--- src/rtl/fifo_read_ctrl.sv ---
`default_nettype none
// ============================================================================
// Module   : fifo_read_ctrl
// Purpose  : Read side of an 8x16 FIFO; fetches words into a registered
//            valid/ready output stage. Optional FIFO_RD_OVERFLOW_CHK_EN adds a
//            sticky overflow flag on Err.
// Revision : 1.0 - initial release
// ============================================================================
module fifo_read_ctrl (
    input  logic        Clk,
    input  logic        nReset,
    input  logic [3:0]  WrPtr,
    input  logic [15:0] MemData,
    input  logic        Ready,
    input  logic        Flush,
    output logic [2:0]  AddrRead,
    output logic        OE,
    output logic [3:0]  RdPtr,
    output logic [15:0] DataOut,
    output logic        Valid,
    output logic        Empty,
    output logic        Err
);

    localparam logic [0:0] S_EMPTY = 1'b0;
    localparam logic [0:0] S_VALID = 1'b1;

    logic [0:0]  r_state;
    logic [0:0]  w_nextState;
    logic [3:0]  r_rdPtr;
    logic [15:0] r_dataOut;
    logic [3:0]  w_count;
    logic        w_avail;
    logic        w_load;

    // Pointer difference mod 16 is the number of entries not yet fetched.
    assign w_count = WrPtr - r_rdPtr;
    assign w_avail = (w_count != 4'd0);

    always_ff @(posedge Clk or negedge nReset) begin
        if (!nReset) begin
            r_state   <= S_EMPTY;
            r_rdPtr   <= 4'h0;
            r_dataOut <= 16'h0000;
        end else begin
            r_state <= w_nextState;
            if (Flush) begin
                r_rdPtr <= WrPtr;
            end else if (w_load) begin
                r_rdPtr   <= r_rdPtr + 4'd1;
                r_dataOut <= MemData;
            end
        end
    end

    always_comb begin
        w_nextState = r_state;
        if (Flush) begin
            w_nextState = S_EMPTY;
        end else begin
            case (r_state)
                S_EMPTY: if (w_avail) w_nextState = S_VALID;
                S_VALID: if (Ready && !w_avail) w_nextState = S_EMPTY;
                default: w_nextState = S_EMPTY;
            endcase
        end
    end

    // A fetch happens when idle, or when the held word is being consumed.
    always_comb begin
        Valid  = (r_state == S_VALID);
        w_load = !Flush && w_avail && ((r_state == S_EMPTY) || Ready);
    end

    assign AddrRead = r_rdPtr[2:0];
    assign RdPtr    = r_rdPtr;
    assign DataOut  = r_dataOut;
    assign OE       = w_avail;
    assign Empty    = !w_avail && !Valid;

`ifdef FIFO_RD_OVERFLOW_CHK_EN
    logic r_err;

    always_ff @(posedge Clk or negedge nReset) begin
        if (!nReset) begin
            r_err <= 1'b0;
        end else if (w_count > 4'd8) begin
            r_err <= 1'b1;
        end
    end

    assign Err = r_err;
`else
    assign Err = 1'b0;
`endif

endmodule
`default_nettype wire

--- config.mk ---
export PLATFORM = sky130hd
export DESIGN_NAME = fifo_read_ctrl
export DESIGN_NICKNAME = d
export VERILOG_FILES = /design/src/rtl/fifo_read_ctrl.sv
export SDC_FILE = /design/constraint.sdc
export NUM_CORES = 1
export LEC_CHECK = 0
export ABC_AREA = 1
export CAP_MARGIN = 20
export CORE_ASPECT_RATIO = 0.8
export CORE_MARGIN = 1.5
export CORE_UTILIZATION = 37
export DETAILED_ROUTE_END_ITERATION = 10
export GPL_ROUTABILITY_DRIVEN = 0
export PLACE_DENSITY = 0.85
export SLEW_MARGIN = 20
export SYNTH_ARGS = -nofsm -noshare
export SYNTH_HDL_FRONTEND = slang
export SYNTH_SLANG_ARGS = --single-unit
export TNS_END_PERCENT = 5
--- constraint.sdc ---
create_clock -name Clk -period 1.8 [get_ports Clk]
set_input_delay 0.27 -clock Clk [delete_from_list [all_inputs] [get_ports Clk]]
set_output_delay 0.27 -clock Clk [all_outputs]
set_load 0.05 [all_outputs]
# Word level (Yosys, flattened, before mapping)
# Index checks and enable logic that the tools add are counted.
# word_totals
elab_cells	24
out_inout_bits	27
regBits	21
input_bits	24
# op_classes
addsub	2
bitwise_logic	2
n_mux	6
reduce_logical	11
# ops
cell	n
$mux 4	2
$add 4x1->4 const B	1
$logic_and 1x1->1	4
$reduce_bool 4->1	1
$sub 4x4->4	1
$logic_not 1->1	3
$mux 1	3
$not 1->1	2
$pmux 1 s2	1
$reduce_and 2->1	1
$reduce_bool 2->1	1
$logic_or 1x1->1	1

# Longest topological paths before layout
# logic_depth
word_depth	7
mapped_depth	13
mapped_depth_nobuf	13

# Least setup slack after synthesis
# OpenSTA, ideal clock, no wires.
# synth_timing
path_type	register to output
start	reg r_rdPtr[2] (netlist: RdPtr[2])
end	out Empty
arrival_time_ns	2.231
path_stages_with_launch	11
n_path_buf	2
setup_slack_ns	-0.701
t_required_ns	1.530
path_cell_list	dfrtp_1 > inv_1 > ha_1 > or2_1 > nand2_1 > nand2_1 > nand2_1 > nand2_2 > buf_6 > buf_12 > nor2_2
# synth_between
elab_chain_len	4
# synth_rtl
element	line_no	text
start, declared	30	logic [3:0] r_rdPtr;
start signal, assigned	48	r_rdPtr <= WrPtr;
start signal, assigned	50	r_rdPtr <= r_rdPtr + 4'd1;
$sub 4x4->4	37	assign w_count = WrPtr - r_rdPtr;
$reduce_bool 4->1	38	assign w_avail = (w_count != 4'd0);
net OE	17	output logic OE,
$logic_not 1->1	79	assign Empty = !w_avail && !Valid;
$logic_and 1x1->1	79	
end, declared	21	output logic Empty,
# The timed path passes the listed nets, and every way through them passes these cells.

# Worst setup path in the final report
# layout_timing
start	reg r_rdPtr[2] (netlist: RdPtr[2])
end	out OE
# layout_between
elab_chain_len	2
# layout_rtl
element	line_no
$sub 4x4->4	37
$reduce_bool 4->1	38
end, declared	17
# Every way passes these cells.

==> results.py <==
metrics = {
    "die": {
        "chipWidth_um": 65.9,
        "io_pins": 51,
        "initial_core_utilization_pct": 38.5,
        "floorplan.core_area_um2": 3040,
        "die_height_um": 53.3,
        "fp.dieArea_um2": 3510,
        "fp-row-count": 18,
    },
    "critical_path": {
        "worst-endpoint-arrival_ps": 1720,
        "endpoint_kind": "output pin",
        "timing.reg2reg.setup_slack_ps": -50,
        "first_element_of_the_critical_path": "RdPtr[2]$_DFFE_PN0P_",
        "timing.critical_path.depth": 9,
        "crit_path_start_kind": "flop",
        "worst_r2r_path_depth": 12,
        "cp_data_required_time_ps": 1530,
        "cp_top_family": "simple AND/OR/NAND/NOR gates",
        "critical-path-max-stage-delay_ps": 410,
        "cp_slowest_cell": "sky130_fd_sc_hd__dfrtp_2",
        "crit_path_max_fanout": 3,
        "timing.critical_path.buf_inv": 3,
        "timing.critical_path.cells": "inv_2, ha_4, or2_4, nand2_2, nand2_1, nand2_1, nand2_2, buf_12, buf_12",
        "worst_r2r_startpoint": "RdPtr[2]$_DFFE_PN0P_",
        "crit_type": "reg -> out",
    },
    "route": {
        "wirelength_um": 2830,
        "post-route-drc-count": 0,
        "average_vias_per_placed_instance": 4.47,
        "vias": 1082,
        "drt_iter0_markers": 58,
        "firstDrtPassIters": 4,
        "drt-wirelength-per-cell_um": 11.7,
        "route.antenna.remaining_nets": 0,
    },
    "timing": {
        "finalHoldWorstSlack_ps": 358,
        "worst_slack_ps": -186,
        "setup-violations-final": 16,
        "hold_viol": 0,
        "rsz0062_at_grt": "yes",
        "fmax_mhz": 504,
        "clock-skew-final_ps": 5.60,
        "report.final.slew_viol_count": 0,
        "timing.final.crit_period_ps": 1990,
        "min_period_over_period_pct": 110,
        "tightestPinTransition_ps": 496,
        "maxSlewHeadroom_pct": 66.8,
    },
    "worst_hold_path": {
        "holdCritPathClass": "in -> async",
    },
    "global_route": {
        "grt_start_max_net_pins": 22,
        "grt_use_total_pct": 17.4,
        "globalRoute.totalOverflow": 0,
        "grt_pass1_vias": 1015,
        "antenna_found_initial": 0,
        "grt_pass1_wl_um": 4600,
    },
    "yosys": {
        "yosys.cell_types.count": 18,
        "synthesis.yosys.warnings": 0,
        "post_synth_main_area_contributors": "sky130_fd_sc_hd__dfrtp_1 (45%), sky130_fd_sc_hd__nand2_1 (19%), sky130_fd_sc_hd__nand3_2 (6.8%), sky130_fd_sc_hd__nand3_1 (6.4%), sky130_fd_sc_hd__buf_4 (4.5%)",
        "synthesis.area_per_instance_um2": 8.12,
        "synth_nets": 172,
        "synth_sequential_area_ratio_pct": 44.9,
        "cell_accounting_for_the_most_synthesized_area": "sky130_fd_sc_hd__dfrtp_1",
        "post_synth_inst_count": 144,
        "synth.top_cell.area_share_pct": 44.9,
        "synth.ff_latch_count": 21,
        "mappedNetlistArea_um2": 1170,
    },
    "clock_network": {
        "clk_pin_slew_worst_paths_ps": 70,
        "ctsRootBufferMaster": "sky130_fd_sc_hd__clkbuf_8",
        "max-clock-path-buffers": 2,
        "cts_inserted_buffers": 3,
        "htree_levels": 1,
        "total_number_of_clock_tree_sinks": 21,
        "clk_latency_ps": 250,
        "tritoncts": "built",
    },
    "finish": {
        "final_design_area_no_fill_um2": 1850,
        "layout.core_utilization_pct": 60.9,
        "syn_to_final_growth_pct": 58.3,
        "number_of_antenna_cells_inserted": 0,
        "nets": 231,
        "drive_gt1_share_pct": 26.7,
    },
    "power": {
        "report.power.total_mw": 2.24,
        "p_leak_nw": 0.929,
        "power_per_cell_area_nw_per_um2": 1210,
        "vdd_drop_max_v": 0.000820,
    },
    "run_status": {
        "violations": "setup timing",
        "outcome": "finished with violations",
    },
    "job": {
        "max-cap-violations": 0,
    },
    "placement": {
        "port-buffer-count": 49,
        "hpwl_um": 2160,
        "detailed_place.area_um2": 1770,
        "placement.setup.worst_slack_ps": -325,
    },
}
==> timing repair <==
item                       4_1_cts  5_1_grt
hold buffers                     0        0
setup endpoints to repair       19       23
pin swaps                        6        1
setup buffers                    2        0
resized for setup                9        4
==> report_power, final <==
part | internal [mW] | switching [mW] | leakage (nW) | total (mW)
Clock | 0.157 | 0.142 | 0.0228 | 0.300
Combinational | 0.478 | 0.807 | 0.652 | 1.28
Sequential | 0.581 | 0.0702 | 0.254 | 0.651
==> cells in the mapped netlist <==
| cell | number |
|---|---|
| sky130_fd_sc_hd__xor2_1 | 1 |
| sky130_fd_sc_hd__nand3_1 | 15 |
| sky130_fd_sc_hd__xnor2_1 | 1 |
| sky130_fd_sc_hd__nand2_2 | 2 |
| sky130_fd_sc_hd__dfrtp_1 | 21 |
| sky130_fd_sc_hd__buf_6 | 1 |
| sky130_fd_sc_hd__or2_1 | 1 |
| sky130_fd_sc_hd__buf_12 | 1 |
| sky130_fd_sc_hd__ha_1 | 4 |
| sky130_fd_sc_hd__o21ai_0 | 4 |
| sky130_fd_sc_hd__conb_1 | 1 |
| sky130_fd_sc_hd__nor2_1 | 3 |
| sky130_fd_sc_hd__inv_1 | 12 |
| sky130_fd_sc_hd__nand2_1 | 59 |
| sky130_fd_sc_hd__buf_4 | 7 |
| sky130_fd_sc_hd__nor2_2 | 2 |
| sky130_fd_sc_hd__nand3_2 | 8 |
| sky130_fd_sc_hd__buf_2 | 1 |
==> cell type report <==
class | instances | area, um^2
inverters | 12 | 45.0
clock buffers | 4 | 45.0
flip-flops and latches | 21 | 529
fillers | 285 | 1190
well taps | 40 | 50.0
multi-input cells | 101 | 567
repair buffers | 64 | 616
==> per-stage QoR <==
step / setup TNS (ps) / instances
final: -594 / 242
after global routing: -2970 / 242
after CTS: -385 / 242
after detailed placement: -6740 / 236
after global placement: -6170 / 236
after floorplan: -360 / 144
==> path summary, 6_finish.rpt <==
kind                                     endpoint
setup / recovery                               OE
hold / removal             DataOut[3]$_DFFE_PN0P_
setup reg to reg             RdPtr[1]$_DFFE_PN0P_
hold reg to reg            DataOut[1]$_DFFE_PN0P_
max in group asynchronous    RdPtr[2]$_DFFE_PN0P_
min in group Clk             RdPtr[0]$_DFFE_PN0P_
==> flip-flops by register name, indices dropped and copies added (netlist names) <==
name and flops:
DataOut 16, Valid 1, RdPtr 4
==> worst reg2reg max path: cells and delay by family (launching register included) <==
family                     cells  cell delay, ps
DFF                            1             410
and+or+nand+nor                9             910
buffers and inverters          2             220
adders and majority gates      1             200
==> kinds of logic (layout without fill, tap and decap cells) <==
| family | Yosys count | in the layout | share of synthesized area [%] |
|---|---|---|---|
| simple gates | 90 | 90 | 35.8 |
| fa+ha+maj | 4 | 4 | 4.28 |
| other cells | 1 | 1 | 0.321 |
| buf+inv | 22 | 80 | 11.4 |
| compound gates | 4 | 4 | 1.71 |
| flops | 21 | 21 | 44.9 |
| xor+xnor | 2 | 2 | 1.50 |
==> routing by layer <==
metal  GRT usage [%]  routed length (um)  vias up
li1                -                   -      558
met1            22.7                1250      485
met2            29.6                1380       35
met3            5.32                 186        4
met4            1.04                   9        0
met5               0                   0        -
==> cell usage in the layout (no fill, tap or decap), drive strengths merged <==
cell	synthesis	layout
nand2	61	61
clkdlybuf4s50	0	36
buf	10	25
nand3	23	23
dfrtp	21	21
inv	12	12
nor2	5	5
o21ai	4	4
clkbuf	0	4
ha	4	4
dlygate4sd2	0	3
or2	1	1
xnor2	1	1
xor2	1	1
conb	1	1
No activity file was read; power rests on OpenSTA's default activity.
